### config.mk
export PLATFORM = sky130hd
export DESIGN_NAME = register_file_param
export DESIGN_NICKNAME = d
export VERILOG_FILES = /design/src/rtl/register_file_param.sv
export SDC_FILE = /design/constraint.sdc
export NUM_CORES = 1
export LEC_CHECK = 0
export BUFFER_PORTS_ARGS = -buffer_cell sky130_fd_sc_hd__buf_2
export CAP_MARGIN = 10
export CELL_PAD_IN_SITES_DETAIL_PLACEMENT = 0
export CELL_PAD_IN_SITES_GLOBAL_PLACEMENT = 1
export CORE_MARGIN = 5
export CORE_UTILIZATION = 44
export CTS_BUF_LIST = sky130_fd_sc_hd__clkbuf_8 sky130_fd_sc_hd__clkbuf_16
export DETAILED_ROUTE_END_ITERATION = 12
export GPL_ROUTABILITY_DRIVEN = 0
export PLACE_DENSITY = 0.76
export SYNTH_ARGS = -nofsm -noshare
export SYNTH_HDL_FRONTEND = slang
export SYNTH_SLANG_ARGS = --single-unit
### constraint.sdc
create_clock -name clock -period 2.5 [get_ports clock]
set_input_delay 0.375 -clock clock [delete_from_list [all_inputs] [get_ports clock]]
set_output_delay 0.375 -clock clock [all_outputs]
set_load 0.02 [all_outputs]
### src/rtl/register_file_param.sv
// Parametrised 2-read/1-write register file with write-first bypass, per-entry valid bits,
// optional registered read ports and a sequential clear engine that zeroes every entry.
module register_file_param #(
    parameter int N       = 16,
    parameter int A       = 4,
    parameter int REG_RD  = 0,
    parameter int ZERO_R0 = 0
) (
    input  logic         clock,
    input  logic         reset,
    input  logic [A-1:0] w_addr,
    input  logic [N-1:0] w_data,
    input  logic         w_en,
    input  logic [A-1:0] ra_addr,
    input  logic         ra_en,
    input  logic [A-1:0] rb_addr,
    input  logic         rb_en,
    input  logic         clr_req,
    output logic         clr_busy,
    output logic [N-1:0] ra_data,
    output logic [N-1:0] rb_data,
    output logic         ra_valid,
    output logic         rb_valid
);

    localparam int D = 1 << A;

    typedef enum logic {
        IDLE,
        SWEEP
    } state_t;

    state_t         state_q, state_d;
    logic [A-1:0]   ptr_q, ptr_d;
    logic [N-1:0]   mem_q [D];
    logic [D-1:0]   valid_q;
    logic           wr_accept;
    logic [N-1:0]   ra_data_d, rb_data_d;
    logic           ra_valid_d, rb_valid_d;

    assign clr_busy  = (state_q == SWEEP);
    assign wr_accept = w_en && !clr_busy && !reset &&
                       !((ZERO_R0 != 0) && (w_addr == '0));

    always_ff @(posedge clock) begin
        if (reset) begin
            state_q <= IDLE;
            ptr_q   <= '0;
        end else begin
            state_q <= state_d;
            ptr_q   <= ptr_d;
        end
    end

    // The sweep ends after clearing the last entry; the pointer rolls back to 0 there.
    always_comb begin
        state_d = state_q;
        ptr_d   = ptr_q;
        case (state_q)
            IDLE: begin
                if (clr_req) begin
                    state_d = SWEEP;
                    ptr_d   = '0;
                end
            end
            SWEEP: begin
                ptr_d = ptr_q + 1'b1;
                if (ptr_q == {A{1'b1}}) begin
                    state_d = IDLE;
                end
            end
            default: begin
                state_d = IDLE;
            end
        endcase
    end

    always_ff @(posedge clock) begin
        if (reset) begin
            for (int i = 0; i < D; i++) begin
                mem_q[i] <= '0;
            end
            valid_q <= '0;
        end else if (state_q == SWEEP) begin
            mem_q[ptr_q]   <= '0;
            valid_q[ptr_q] <= 1'b0;
        end else if (wr_accept) begin
            mem_q[w_addr]   <= w_data;
            valid_q[w_addr] <= 1'b1;
        end
    end

    // Write-first: an accepted write to the addressed entry is forwarded to the port.
    always_comb begin
        ra_data_d  = '0;
        ra_valid_d = 1'b0;
        rb_data_d  = '0;
        rb_valid_d = 1'b0;
        if (ra_en) begin
            if (wr_accept && (w_addr == ra_addr)) begin
                ra_data_d  = w_data;
                ra_valid_d = 1'b1;
            end else begin
                ra_data_d  = mem_q[ra_addr];
                ra_valid_d = valid_q[ra_addr];
            end
        end
        if (rb_en) begin
            if (wr_accept && (w_addr == rb_addr)) begin
                rb_data_d  = w_data;
                rb_valid_d = 1'b1;
            end else begin
                rb_data_d  = mem_q[rb_addr];
                rb_valid_d = valid_q[rb_addr];
            end
        end
    end

    generate
        if (REG_RD != 0) begin : g_reg_rd
            logic [N-1:0] ra_data_q, rb_data_q;
            logic         ra_valid_q, rb_valid_q;

            always_ff @(posedge clock) begin
                if (reset) begin
                    ra_data_q  <= '0;
                    rb_data_q  <= '0;
                    ra_valid_q <= 1'b0;
                    rb_valid_q <= 1'b0;
                end else begin
                    ra_data_q  <= ra_data_d;
                    rb_data_q  <= rb_data_d;
                    ra_valid_q <= ra_valid_d;
                    rb_valid_q <= rb_valid_d;
                end
            end

            assign ra_data  = ra_data_q;
            assign rb_data  = rb_data_q;
            assign ra_valid = ra_valid_q;
            assign rb_valid = rb_valid_q;
        end else begin : g_comb_rd
            assign ra_data  = ra_data_d;
            assign rb_data  = rb_data_d;
            assign ra_valid = ra_valid_d;
            assign rb_valid = rb_valid_d;
        end
    endgenerate

endmodule

# Word-level counts from Yosys, hierarchy flattened
# Memory sizes are Yosys's and may differ from the RTL's.
# Cells that the tools add are included.
[word_totals]
register_bits = 21
latchBits = 0
ram_bits = 256
romBits = 0
inputBits = 34
output_inout_bits = 35
wordCells = 68
mem_count = 1
[mem_list]
columns = ["name", "words", "width", "read_ports", "rd_clocked_by_memory_dff", "write_ports", "line_no", "text"]
rows = [
  ["mem_q", 16, 16, 2, 0, 16, "35", "logic [N-1:0] mem_q [D];"],
]
[op_classes]
add_sub_neg = 1
mul = 0
div = 0
order_cmp = 6
eq_ne = 4
n_shift = 0
muxes = 38
bitwise = 4
n_reduce_logical = 11
[ops]
columns = ["op", "n"]
rows = [
  ["$mux 16", 8],
  ["$reduce_or 16->1", 2],
  ["$mux 1", 21],
  ["$lt 4x5->1 const B", 4],
  ["$and 16x16->16", 1],
  ["$not 16->16", 1],
  ["$or 16x16->16", 1],
  ["$mux 4", 3],
  ["$bmux 1 s4", 2],
  ["$demux 1 s4", 2],
  ["$eq 4x4->1", 2],
  ["$ge 4x1->1 const B", 2],
  ["$pmux 4 s2", 1],
  ["$logic_and 1x1->1", 6],
  ["$add 4x1->4 const B", 1],
  ["$eq 4x4->1 const B", 1],
  ["$logic_not 1->1", 2],
  ["$ne 2x2->1 const B", 1],
  ["$pmux 1 s2", 1],
  ["$reduce_bool 2->1", 1],
  ["$not 1->1", 1],
]

# Logic depth before layout (Yosys ltp)
# Gate-level depths: netlist of run 1.
[logic_depth]
depth_word = 9
ltp_mapped = 7
depth_no_buf = 5

# Worst setup path before layout of run 1
# No wires, ideal clock.
[synth_timing]
kind = "register -> register"
startpoint = "register state_q (netlist: clr_busy)"
endpoint = "memory mem_q[10][0], enable pin"
t_arrival_ps = 2094
required_ps = 2125
setup_slack_ps = 32
path_stages_with_launch = 5
cell_sequence = "dfxtp_1 > nor3b_2 > mux2i_1 > nand4_1 > nand2b_1"
[synth_lines]
columns = ["element", "line_no", "text"]
rows = [
  ["from (decl)", "33", "state_t state_q, state_d;"],
  ["from (signal assigned)", "50", "state_q <= state_d;"],
  ["to (decl)", "35", ""],
]

# Worst setup path after layout of run 1
[layout_timing]
startpoint = "register state_q (netlist: clr_busy)"
endpoint = "output rb_data[14]"
[layout_via]
elab_chain_cells = 6
[layout_rtl]
columns = ["element", "line_no", "text"]
rows = [
  ["$logic_not 1->1", "42", "assign wr_accept = w_en && !clr_busy && !reset &&"],
  ["$logic_and 1x1->1 (2 in series)", "42", ""],
  ["$logic_and 1x1->1", "109", "if (wr_accept && (w_addr == rb_addr)) begin"],
  ["$mux 16", "109", ""],
  ["$mux 16", "108", "if (rb_en) begin"],
  ["to (decl)", "21", "output logic [N-1:0] rb_data,"],
]
# No other way between the ends.

==> flow_metrics.env, run 1 <==
export IMPL_status="finished with violations"
export IMPL_violations="setup timing"
export IMPL_maxSlewViolCount=0
export IMPL_core_area_mm2=0.03270
export IMPL_viasPerCell=6.212
export IMPL_dieArea_mm2=0.03710
export IMPL_clock_latency_ps=550
export IMPL_fmax_ghz=0.3859
export IMPL_cp_max_fo=11
export IMPL_track_usage_pct=23.26
export IMPL_synth_area_per_cell_um2=13.37
export IMPL_syn_nets=1135
export IMPL_cap_violations=0
export IMPL_grt_pass1_wl_um=64910
export IMPL_leakage_nw=6.253
export IMPL_drt_initial_drc_count=1105
export IMPL_dr_pass1_iters=5
export IMPL_grt_max_degree=33
export IMPL_io_buffer_count=68
export IMPL_crit_type="reg2out"
export IMPL_route_detailed_drc=0
export IMPL_rsz0062_at_grt="yes"
export IMPL_cts_root_buf="clkbuf_16"
export IMPL_antenna_left=0
export IMPL_min_path_type="in2reg"
export IMPL_cts_htree_levels=1
export IMPL_drive_gt1_share_pct=36.06
export IMPL_crit_required_ps=2120
export IMPL_peakVddDrop_v=0.0005519
export IMPL_fin_nets=1262
export IMPL_setup_slack_ps=-91.02
export IMPL_ys_seq_area_share_pct=55.26
export IMPL_grt_antenna_before_repair=0
export IMPL_routed_wl_um=43040
export IMPL_p_per_area_mw_per_mm2=610.4
export IMPL_grt_pass1_vias=10531
export IMPL_cp_cell_sequence="or3b_4, buf_6, o21a_4, buf_12, a22o_4, buf_6"
export IMPL_fin_crit_ps=2591
export IMPL_cts_buffers=28
export IMPL_clock_skew_ps=12.35
export IMPL_grt_overflow_total=0
export IMPL_slowest_stage="or3b_4"
export IMPL_n_antenna_cell=0
export IMPL_ys_seq_elements=277
export IMPL_cts_buffer_depth=3
export IMPL_cp_common_cell="buf_6"
export IMPL_slowest_delay_ps=410
export IMPL_boundaryPins=69
export IMPL_end_kind="primary output"
export IMPL_die_width_um=192.6
export IMPL_cts_tree="built"
export IMPL_dp_cells=1625
export IMPL_start_util_pct=44.87
export IMPL_finalCritPeriodShare_pct=103.6
export IMPL_synthCells=1097
export IMPL_arrival_ps=2220
export IMPL_fin_cells=1687
export IMPL_cp_start_kind="flip-flop"
export IMPL_path_clk_slew_ps=60
export IMPL_ctsHoldBuffers=0
export IMPL_yosysUniqueCellTypes=48
export IMPL_cts_sink_count=277
export IMPL_tightest_slew_ps=673.9
export IMPL_slew_headroom_pct=54.96
export IMPL_hpwl_um=29450
export IMPL_area_delta_synth_final_pct=23.02
export IMPL_vias=10480
export IMPL_wire_per_inst_um=25.51
export IMPL_synth_area_mm2=0.01467
export IMPL_finalSetupViolations=26
export IMPL_pre_cts_slack_ps=-1.715
export IMPL_row_count=66
export IMPL_dieHeight_um=192.6
export IMPL_finalHoldViolCount=0
export IMPL_synth_warnings=0
[cells in the mapped netlist (all sizes together)]
cell    count  share of area (%)
a22o       48                2.9
ha          4               0.34
or3b        2               0.12
a32oi       3               0.18
nor2      288                7.4
o31ai       1              0.051
dfxtp      21                2.9
xor2        4               0.24
mux2        4               0.33
nor3b       4               0.24
nand2      45                1.2
edfxtp    256                 52
o21a        2               0.10
and2        3               0.13
a31oi       1              0.043
a211oi      3               0.15
nand4      35                1.6
a22oi      36                1.8
xnor2       4               0.24
mux2i       5               0.37
buf        47                1.6
a21o        1              0.051
a21oi      14               0.58
mux4      136                 21
a41oi       1              0.060
clkbuf     57                1.5
nand2b     17               0.72
o21ai      24               0.82
nor2b       6               0.26
a311oi      2               0.12
and3        1              0.043
nand3       7               0.24
nand3b      3               0.15
inv         7               0.18
nor3        5               0.24
[per-layer routing]
metal / global-route usage (%) / vias up / wire [um]
met5: 0 / - / 0
met2: 38.46 / 523 / 21250
met4: 6.994 / 0 / 1571
li1: - / 4494 / -
met3: 3.347 / 107 / 3547
met1: 32.24 / 5356 / 16660
[sequential cells by signal, summed over array words and instances, names as in the netlist]
signal and count:
clr_busy 1, mem_q 256, ptr_q 4, valid_q 16
[power breakdown]
| part | total, W | leakage (nW) | switching [W] | internal (W) |
|---|---|---|---|---|
| sequential | 0.00531 | 2.82 | 0.0000882 | 0.00522 |
| combinational | 0.00159 | 2.98 | 0.000859 | 0.000731 |
| clock | 0.00412 | 0.458 | 0.00177 | 0.00234 |
[layout make-up]
| class | instances | area, um^2 |
|---|---|---|
| Fill cell | 2704 | 14650 |
| Sequential cell | 277 | 8112 |
| Clock inverter | 23 | 196.4 |
| Inverter | 7 | 26.28 |
| Clock buffer | 28 | 700.7 |
| Multi-Input combinational cell | 709 | 6465 |
| Timing Repair Buffer | 201 | 1996 |
| Tap cell | 442 | 553.0 |
[repair_timing]
action                     in CTS  in global routing
setup endpoints to repair      33                 33
setup buffers                   2                  8
pin swaps                      28                 16
resized for setup              83                 69
cloned                          0                  2
[worst paths after layout]
kind	start	end	slack [ps]	cells past startpoint
worst min register to register	valid_q[8]	valid_q[8]	490	2
worst max-delay path	clr_busy	rb_data[14]	-90	6
worst max register to register	clr_busy	mem_q[7][7]	180	7
worst min-delay path	clr_req	ptr_q[1]	140	4
[logic make-up after synthesis]
group / Yosys count / synth area share [%]
mux: 145 / 21.58
compound gates: 136 / 6.865
flops: 277 / 55.26
simple gates: 416 / 12.24
xor+xnor: 8 / 0.4775
fa+ha+maj: 4 / 0.3411
buf+inv: 111 / 3.241
[metrics by stage]
stage / cell area, um^2 / utilization (%) / setup TNS, ps / total power (W) / hold slack [ps]
finish: 18050 / 55.19 / -981.7 / 0.01102 / 141.9
global route: 18050 / 55.19 / -2247 / 0.01136 / 148.5
CTS: 17650 / 53.98 / -696.0 / 0.01096 / 136.8
detailed placement: 16450 / 50.30 / -1.715 / 0.006809 / 479.4
global placement: 16450 / 50.30 / 0 / 0.006782 / 469.3
floorplan: 14670 / - / 0 / 0.006220 / 454.9
[worst max-delay path, delay by kind of cell (launching register included)]
family          cells  cell delay, ps
buf+inv             3             420
flops               1             340
simple gates        1             410
compound gates      2             460
[placed cells by master, fill, tap and decap left out, types with 13 or more instances in the layout]
| cell | instances |
|---|---|
| nor2_1 | 277 |
| edfxtp_1 | 256 |
| mux4_2 | 136 |
| buf_4 | 101 |
| nand2_1 | 42 |
| a22o_1 | 39 |
| buf_2 | 34 |
| nand4_1 | 33 |
| buf_12 | 32 |
| buf_6 | 31 |
| clkbuf_16 | 30 |
| dfxtp_1 | 20 |
| a22oi_1 | 19 |
| a22oi_2 | 17 |
| nand2b_1 | 17 |
| inv_1 | 13 |
Note: power is estimated with default switching activity, not from simulation.
==> run 2, diff against run 1 <==
==> constraint.sdc (replaced) <==
create_clock -name clock -period 2.5 [get_ports clock]
set_input_delay 0.375 -clock clock [delete_from_list [all_inputs] [get_ports clock]]
set_output_delay 0.375 -clock clock [all_outputs]
set_load 0.005 [all_outputs]
==> flow_metrics.env, run 2 (synthesized netlist as in run 1, its figures left out) <==
export IMPL_fin_crit_ps=2642
export IMPL_track_usage_pct=23.35
export IMPL_end_kind="primary output"
export IMPL_grt_max_degree=33
export IMPL_dr_wl_met2_um=21600
export IMPL_row_count=66
export IMPL_core_area_mm2=0.03270
export IMPL_grt_pass1_vias=10505
export IMPL_hold_ws_ps=149.5
export IMPL_min_path_type="in2reg"
export IMPL_p_per_area_mw_per_mm2=608.7
export IMPL_grt_antenna_before_repair=0
export IMPL_cp_start_kind="flip-flop"
export IMPL_rsz0062_at_grt="yes"
export IMPL_boundaryPins=69
export IMPL_met3_length_um=3433
export IMPL_finalSetupViolations=32
export IMPL_n_antenna_cell=0
export IMPL_cts_buffer_depth=3
export IMPL_dr_pass1_iters=5
export IMPL_finalCritPeriodShare_pct=105.7
export IMPL_clock_skew_ps=18.50
export IMPL_cp_cell_sequence="or3b_4, buf_6, o21a_4, buf_12, a22o_1, buf_2"
export IMPL_largestRegisters="mem_q: 256 flops, valid_q: 16 flops, ptr_q: 4 flops"
export IMPL_crit_buf_inv=3
export IMPL_vias=10442
export IMPL_start_util_pct=44.87
export IMPL_final_cell_mix="nor2_1 (285), edfxtp_1 (256), mux4_2 (136)"
export IMPL_largest_register_ff_count=256
export IMPL_violations="setup timing"
export IMPL_wire_per_inst_um=26.04
export IMPL_fin_cells=1671
export IMPL_slowest_delay_ps=400
export IMPL_p_comb_share_pct=13.4
export IMPL_fmax_ghz=0.3785
export IMPL_antenna_left=0
export IMPL_p_sw_w=0.002596
export IMPL_top_layer_used="met4"
export IMPL_cts_tree="built"
export IMPL_fin_nets=1248
export IMPL_arrival_ps=2270
export IMPL_layout_commonest_cell="nor2_1"
export IMPL_finalHoldViolCount=0
export IMPL_m1WireLength_um=16520
export IMPL_viasPerCell=6.249
export IMPL_dieArea_mm2=0.03710
export IMPL_cts_root_buf="clkbuf_16"
export IMPL_tns_ps=-1982
export IMPL_p_sw_share_pct=24.25
export IMPL_grt_overflow_total=0
export IMPL_route_detailed_drc=0
export IMPL_ctsHoldBuffers=0
export IMPL_hpwl_um=29970
export IMPL_die_width_um=192.6
export IMPL_area_delta_synth_final_pct=19.90
export IMPL_path_clk_slew_ps=60
export IMPL_dp_cells=1616
export IMPL_critPathTopFamily="compound AO/OA/AOI/OAI gates"
export IMPL_setup_slack_ps=-142.2
export IMPL_grt_pass1_wl_um=64960
export IMPL_maxSlewViolCount=0
export IMPL_pwr_share_clk_pct=36.9
export IMPL_regMostFlops="mem_q"
export IMPL_dieHeight_um=192.6
export IMPL_pre_cts_slack_ps=-16.87
export IMPL_cp_max_fo=6
export IMPL_crit_type="reg2out"
export IMPL_total_power_w=0.01071
export IMPL_cap_violations=0
export IMPL_drt_initial_drc_count=1330
export IMPL_intPower_w=0.008112
export IMPL_routed_wl_um=43520
export IMPL_cts_htree_levels=1
export IMPL_io_buffer_count=68
export IMPL_slowest_stage="or3b_4"
export IMPL_leakage_nw=6.105
export IMPL_peakVddDrop_v=0.0005100
export IMPL_status="finished with violations"
export IMPL_slew_headroom_pct=55.95
export IMPL_drive_gt1_share_pct=33.93
export IMPL_tightest_slew_ps=659.1
export IMPL_seqPwrFrac_pct=49.6
export IMPL_crit_required_ps=2120
export IMPL_cts_sink_count=277
export IMPL_cts_buffers=27
export IMPL_clock_latency_ps=560
run 2: cell types whose count changed in the layout (fill, tap and decap cells not counted), sizes merged:
cell / before / now
buf: 199 / 186
clkbuf: 30 / 31
bufinv: 3 / 2
clkinvlp: 2 / 1
inv: 13 / 15
clkinv: 12 / 8
run 2: what timing repair did:
action | in CTS | in global routing
endpoints found under the setup margin | 33 | 33
pin swaps | 20 | 12
gates resized for setup | 28 | 41
cloned | 1 | 2
buffers inserted | 2 | 2
run 2: layout make-up:
class	count	area (um^2)
fill	2785	15110
multi-input combinational	709	6309
clock inverter	19	150.1
clock buffer	29	703.2
inverter	7	26.28
tap	442	553.0
sequential	277	8112
timing repair buffer	188	1739
run 2: power by group through the flow:
stage | clock, W | sequential (W) | combinational, W
after floorplan | 0 | 0.00537 | 0.000798
after global placement | 0 | 0.00539 | 0.00133
after detailed placement | 0 | 0.00541 | 0.00134
after CTS | 0.00403 | 0.00531 | 0.00138
after global routing | 0.00421 | 0.00533 | 0.00151
final | 0.00396 | 0.00531 | 0.00144
run 2: per-stage QoR:
stage | util, % | instance area [um^2]
floorplan | - | 14670
global placement | 50.13 | 16390
detailed placement | 50.13 | 16390
CTS | 53.18 | 17390
global route | 53.80 | 17590
finish | 53.80 | 17590
run 2: worst min-delay path, delay by kind of cell:
| family | cells | cell delay, ps |
|---|---|---|
| AO/OA/AOI/OAI | 1 | 100 |
| AND/OR/NAND/NOR | 2 | 80 |
| buffers and inverters | 1 | 90 |
run 2: worst paths after layout:
path              startpoint          end  slack [ps]  depth (start not counted)
setup / recovery    clr_busy  rb_data[10]        -140                          6
hold / removal       clr_req     ptr_q[1]         150                          4
setup reg to reg    clr_busy  mem_q[7][4]         190                          6
hold reg to reg   valid_q[8]   valid_q[8]         490                          2
run 2: routing by layer:
| layer | track usage (%) | vias up |
|---|---|---|
| li1 | - | 4462 |
| met1 | 31.31 | 5352 |
| met2 | 39.42 | 531 |
| met3 | 3.509 | 97 |
| met4 | 7.597 | 0 |
| met5 | 0 | - |
